[config.mk]
export PLATFORM = sky130hd
export DESIGN_NAME = uc_multiciclo
export DESIGN_NICKNAME = d
export VERILOG_FILES = /design/src/rtl/uc_multiciclo.sv
export SDC_FILE = /design/constraint.sdc
export NUM_CORES = 1
export LEC_CHECK = 0
export CORE_MARGIN = 2
export CORE_UTILIZATION = 50
export CTS_CLUSTER_SIZE = 24
export DETAILED_ROUTE_END_ITERATION = 10
export PLACE_DENSITY = 0.83
export SETUP_SLACK_MARGIN = 0.02
export SLEW_MARGIN = 20
export SYNTH_ARGS = -nofsm -noshare
export SYNTH_HDL_FRONTEND = slang
export SYNTH_SLANG_ARGS = --single-unit
[constraint.sdc]
create_clock -name clk -period 3.4 [get_ports clk]
set_clock_uncertainty 0.2 [all_clocks]
set_input_delay 0.68 -clock clk [delete_from_list [all_inputs] [get_ports clk]]
set_output_delay 0.68 -clock clk [all_outputs]
set_load 0.005 [all_outputs]
[src/rtl/uc_multiciclo.sv]
// Multicycle control unit: sequences the CPU datapath through
// FETCH/DECODE/EXEC/WB. It adds a program-memory handshake, a
// retired-instruction counter and a fetch watchdog.
module uc_multiciclo #(
  parameter int unsigned TIMEOUT = 16,
  parameter int unsigned CNT_W   = 16
) (
  input  logic             clk,
  input  logic             reset,
  input  logic             run,
  input  logic [5:0]       opcode,
  input  logic             z,
  input  logic             mem_ready,
  output logic             mem_req,
  output logic             ir_we,
  output logic             pc_we,
  output logic             s_inc,
  output logic             s_inm,
  output logic             we3,
  output logic             wez,
  output logic [2:0]       op_alu,
  output logic [2:0]       estado,
  output logic             error,
  output logic [CNT_W-1:0] n_instr
);

  localparam int unsigned WD_W = $clog2(TIMEOUT + 1);
  localparam logic [WD_W-1:0] WD_LAST = WD_W'(TIMEOUT - 1);

  typedef enum logic [2:0] {
    S_IDLE   = 3'b000,
    S_FETCH  = 3'b001,
    S_DECODE = 3'b010,
    S_EXEC   = 3'b011,
    S_WB     = 3'b100,
    S_ERROR  = 3'b111
  } state_t;

  state_t           r_state;
  state_t           w_next;
  logic [5:0]       r_opl;
  logic [WD_W-1:0]  r_wdog;
  logic [CNT_W-1:0] r_cnt;

  logic w_is_j, w_is_jz, w_is_jnz, w_is_li, w_is_alu, w_is_nop;

  // Instruction class of the latched opcode
  always_comb begin
    w_is_j   = (r_opl == 6'b001000);
    w_is_jz  = (r_opl == 6'b001001);
    w_is_jnz = (r_opl == 6'b001010);
    w_is_li  = (r_opl[5:2] == 4'b0000);
    w_is_alu = r_opl[5];
    w_is_nop = !(w_is_j || w_is_jz || w_is_jnz || w_is_li || w_is_alu);
  end

  // State register
  always_ff @(posedge clk or negedge reset) begin
    if (!reset) r_state <= S_IDLE;
    else        r_state <= w_next;
  end

  // Next-state and control word
  always_comb begin
    w_next  = r_state;
    mem_req = 1'b0;
    ir_we   = 1'b0;
    pc_we   = 1'b0;
    s_inc   = 1'b1;
    s_inm   = 1'b0;
    we3     = 1'b0;
    wez     = 1'b0;
    op_alu  = 3'b000;
    case (r_state)
      S_IDLE: begin
        if (run) w_next = S_FETCH;
      end
      S_FETCH: begin
        mem_req = 1'b1;
        // a word arriving in the expiring cycle still wins over the watchdog
        if (mem_ready) begin
          ir_we  = 1'b1;
          w_next = S_DECODE;
        end else if (r_wdog == WD_LAST) begin
          w_next = S_ERROR;
        end
      end
      S_DECODE: begin
        w_next = S_EXEC;
      end
      S_EXEC: begin
        if (w_is_alu) begin
          op_alu = r_opl[4:2];
          w_next = S_WB;
        end else if (w_is_li) begin
          s_inm  = 1'b1;
          w_next = S_WB;
        end else begin
          pc_we  = 1'b1;
          if (w_is_j)        s_inc = 1'b0;
          else if (w_is_jz)  s_inc = ~z;
          else if (w_is_jnz) s_inc = z;
          else               s_inc = 1'b1;
          w_next = run ? S_FETCH : S_IDLE;
        end
      end
      S_WB: begin
        pc_we = 1'b1;
        we3   = 1'b1;
        if (w_is_alu) begin
          wez    = 1'b1;
          op_alu = r_opl[4:2];
        end else begin
          s_inm = 1'b1;
        end
        w_next = run ? S_FETCH : S_IDLE;
      end
      S_ERROR: begin
        w_next = S_ERROR;
      end
      default: begin
        w_next = S_IDLE;
      end
    endcase
  end

  // Opcode latch, loaded once the instruction register is valid
  always_ff @(posedge clk or negedge reset) begin
    if (!reset)                  r_opl <= '0;
    else if (r_state == S_DECODE) r_opl <= opcode;
  end

  // Fetch watchdog: counts FETCH cycles spent waiting for memory
  always_ff @(posedge clk or negedge reset) begin
    if (!reset)                                r_wdog <= '0;
    else if (r_state == S_FETCH && !mem_ready) r_wdog <= (r_wdog == WD_LAST) ? '0 : r_wdog + 1'b1;
    else                                       r_wdog <= '0;
  end

  // Retired-instruction counter
  always_ff @(posedge clk or negedge reset) begin
    if (!reset)     r_cnt <= '0;
    else if (pc_we) r_cnt <= r_cnt + CNT_W'(1);
  end

  assign estado  = r_state;
  assign error   = (r_state == S_ERROR);
  assign n_instr = r_cnt;

  // w_is_nop is kept for readability of the class decode
  logic w_unused;
  assign w_unused = w_is_nop;

endmodule

# Word level (Yosys, flattened, before mapping)
# Cells that the tools add are included.
dict set report classes {
  muxes 30
  add_sub_neg 2
  eq_ne 11
  reduce_logical 6
  bitwise_logic 1
}
# op n
set ops {}
lappend ops {{$mux W3} 7}
lappend ops {{$eq A6 B4 Y1 const B} 3}
lappend ops {{$mux W1} 18}
lappend ops {{$pmux W3 S6} 1}
lappend ops {{$add A16 B1 Y16 const B} 1}
lappend ops {{$mux W5} 2}
lappend ops {{$eq A3 B2 Y1 const B} 2}
lappend ops {{$eq A3 B3 Y1 const B} 2}
lappend ops {{$add A5 B1 Y5 const B} 1}
lappend ops {{$eq A5 B4 Y1 const B} 1}
lappend ops {{$logic_not A4 Y1} 1}
lappend ops {{$pmux W1 S2} 2}
lappend ops {{$eq A3 B1 Y1 const B} 1}
lappend ops {{$logic_not A3 Y1} 1}
lappend ops {{$ne A3 B3 Y1 const B} 1}
lappend ops {{$ne A2 B2 Y1 const B} 1}
lappend ops {{$reduce_and A2 Y1} 1}
lappend ops {{$reduce_or A2 Y1} 1}
lappend ops {{$logic_and A1 B1 Y1} 1}
lappend ops {{$logic_not A1 Y1} 1}
lappend ops {{$not A1 Y1} 1}
dict set report word_totals {
  output_inout_bits 30
  regBits 30
  input_bits 11
}

# Depth between registers and ports, before layout
dict set report logic_depth {
  word_depth 7
  ltp_mapped 6
  depth_no_buf 5
}

# Worst setup path before layout
# No wires, ideal clock.
dict set report synth_path {
  kind {register to output}
  start {register r_state[0] (netlist: estado[0])}
  end {output port s_inc}
  required_time_ps 2520
  slack_ps 1141
  arrival_time_ps 1379
  stages_incl_launch_ff 5
  path_cell_list {dfrtp_1 > clkbuf_2 > nand3b_1 > or4_1 > or2_2}
}
dict set report synth_via {
  elab_chain_len 2
}
# element line
set synth_rtl {}
lappend synth_rtl {{from (decl)} 39} ;# state_t r_state;
lappend synth_rtl {{from (signal assigned)} 60} ;# else r_state <= w_next;
lappend synth_rtl {{$eq A3 B2 Y1} 74} ;# case (r_state)
lappend synth_rtl {{$mux W1} 74}
lappend synth_rtl {{to (decl)} 17} ;# output logic s_inc,
# No other way between the ends.

# Final worst setup path
dict set report layout_path {
  start {register r_state[2] (netlist: estado[2])}
  end {output port s_inc}
}
# The elaborated chain is that of the path after synthesis.

==> flow_summary.yaml <==
run_status:
  status: "finished, final reports clean"
worst_hold_path:
  worstHoldStart: "r_wdog[0]"
  hp-class: "reg -> reg"
  hold_depth: 1
drt:
  drt_iter0_drc: 33
  drt_wl_total_microns: 2990
  wl_met3_microns: 231
  viasPerCell: 5.64
  antenna_left: 0
  dr_total_vias: 1179
  highest_layer: "met4"
  remaining_drc_errors: 0
  routed-wl-met2_microns: 1400
  wl_met1_microns: 1280
  first_pass_iters: 4
  detail_route.wl_per_cell_microns: 14.3
flow_run:
  drv_cap: 0
worst_setup_path:
  crit_chain: "nand3b_1 -> or4_1 -> or2_2 -> clkdlybuf4s50_1"
  cp.required_ps: 2520
  critical_path.top_delay_family: "simple AND/OR/NAND/NOR gates"
  r2r-end: "n_instr[9]"
  max_stage_delay_ps: 470
  path_depth: 4
  path_max_fanout: 10
  reg2reg_slack_ps: 1400
  startpoint_type: "flop"
  cp_num_buf_inv: 1
  worst_path_max_delay_cell: "dfrtp_1"
  rr_worst_depth: 4
  path_class: "reg -> out"
  startpoint: "estado[2]"
  r2r_start: "estado[2]"
  cp.arrival_ps: 2250
  critPathCapture: "s_inc"
  cp-end-kind: "primary output"
yosys:
  syn_area_sq_um: 1450
  synthesis.nets: 146
  synth_seq_cells: 30
  synth_edf_count: 0
  syn_inst: 133
  synth_area_per_cell_sq_um: 10.9
  ys_seq_area_frac: 0.519
  yosys_warnings: 0
  synth_top_area_frac: 0.519
  synth_ff_type: "dfrtp_1"
  synth.distinct_cells: 34
  async_flop_share: 1.00
  netlist.top_cell.by_area: "dfrtp_1"
  synth_area_leaders: "dfrtp_1 (52%), xor2_1 (9.1%), mux2_2 (4.7%)"
clock_tree:
  clk_pin_slew_worst_paths_ps: 90
  root_buffer: "clkbuf_4"
  numClockSinks: 30
  cts_tree: "built"
  post_cts_buffers: 0
  postCtsResizedCells: 0
  hold_buffers: 0
  htreeDepth: 2
  insertion_delay_ps: 330
  cts_buffers: 5
  clockBufferDepth: 2
timing:
  slew_viol_final: 0
  tns_ps: 0
  final_hold_viol_count: 0
  fin_crit_sh: 0.922
  grt_setup_unrepaired: "false"
  fmax_mhz: 319
  maxSlewHeadroom: 0.637
  worst_pin_slew_ps: 543
  setup_viol: 0
  min_period_ps: 3130
floorplan:
  pin_count: 41
  die_area_sq_um: 3340
  start_util: 0.525
  num_rows: 19
  dieWidth_microns: 57.8
  die_h_microns: 57.8
  coreArea_sq_um: 2760
placed_design:
  dp.cells: 202
  dp_hpwl_microns: 2200
  gp_congestion: 0.792
  port_buffers: 40
power_and_ir_drop:
  powerDensity_nw_per_um2: 643
  p_leak_nw: 0.907
  peakVddDrop_v: 0.000602
cells_and_area:
  drive_above_1_share: 0.107
  antenna_cells: 0
  finalNonFillerCells: 209
  mostFrequentLayoutCells: "clkdlybuf4s50_1 (40), dfrtp_1 (30), xor2_1 (15)"
  nNetsFinal: 191
  layout_commonest_cell: "clkdlybuf4s50_1"
  nFillCells: 231
  synthToLayoutAreaGrowth_pct: 32.7
global_routing:
  grt_pass1_wl_microns: 5330
  grt_pass1_vias: 1218
  overflow: 0
  grt_start_max_net_pins: 31
  antenna_found_initial: 0
  grt.total_usage: 0.210
[synth_stat cells (3+ instances only)]
cell type and number:
nand3_1 6, nor4_1 7, and2_1 6, o21ai_0 4, and3_1 3, inv_1 4, dfrtp_1 30, nor2_1 7
nand2_1 10, nor3_1 4, xor2_1 15, mux2_2 6, nor3b_1 4
[per-stage QoR]
step	worst slack, ps	hold WS (ps)	power, mW	util	area (sq um)
floorplan	1140	184	0.826	-	1450
global placement	440	247	1.03	0.679	1870
detailed placement	423	269	1.05	0.679	1870
CTS	258	283	1.25	0.696	1920
global route	149	304	1.33	0.696	1920
finish	266	285	1.23	0.696	1920
[cell type report]
class                      count  area, sq um  share of cell area
clock inverter                 2         10.0             0.00521
inverter                       4         15.0             0.00782
clock buffer                   5         37.5              0.0195
tap                           31         38.8              0.0202
sequential                    30          751               0.391
multi-input combinational     96          661               0.344
timing repair buffer          41          408               0.212
[power by group]
group          internal, mW  switching [mW]
Combinational         0.282           0.205
Sequential            0.445           0.110
Clock                0.0740           0.118
Total                 0.801           0.433
[registers in the layout (all words and copies together), names as in the netlist]
register / count
n_instr: 16
r_opl: 6
r_wdog: 5
estado: 3
[layer usage]
layer	GRT usage	vias to the layer above
met1	0.260	555
met2	0.320	52
li1	-	561
met3	0.0893	11
met4	0.0997	0
met5	0	-
[logic make-up (layout without fill, tap and decap cells)]
group           count (synthesis)  after routing  share of synthesized area
buf+inv                         7             52                     0.0251
fa+ha+maj                       2              2                     0.0173
flops                          30             30                      0.519
compound gates                 12             12                     0.0571
mux                             7              7                     0.0536
xor+xnor                       17             17                      0.103
simple gates                   58             58                      0.226
[how the worst min path moves through the flow]
stage,to,slack (ps)
finish,r_wdog[0],280
global route,n_instr[15],300
CTS,r_wdog[0],280
detailed placement,r_wdog[0],270
global placement,r_wdog[0],250
floorplan,estado[0],180
[worst reg2reg max path, stage by stage (launching register included)]
cell and delay [ps]:
dfrtp_1 470, nand3b_1 250, o31a_4 440, nor4b_1 400, xor2_1 180
(Power assumes the default switching activity.)
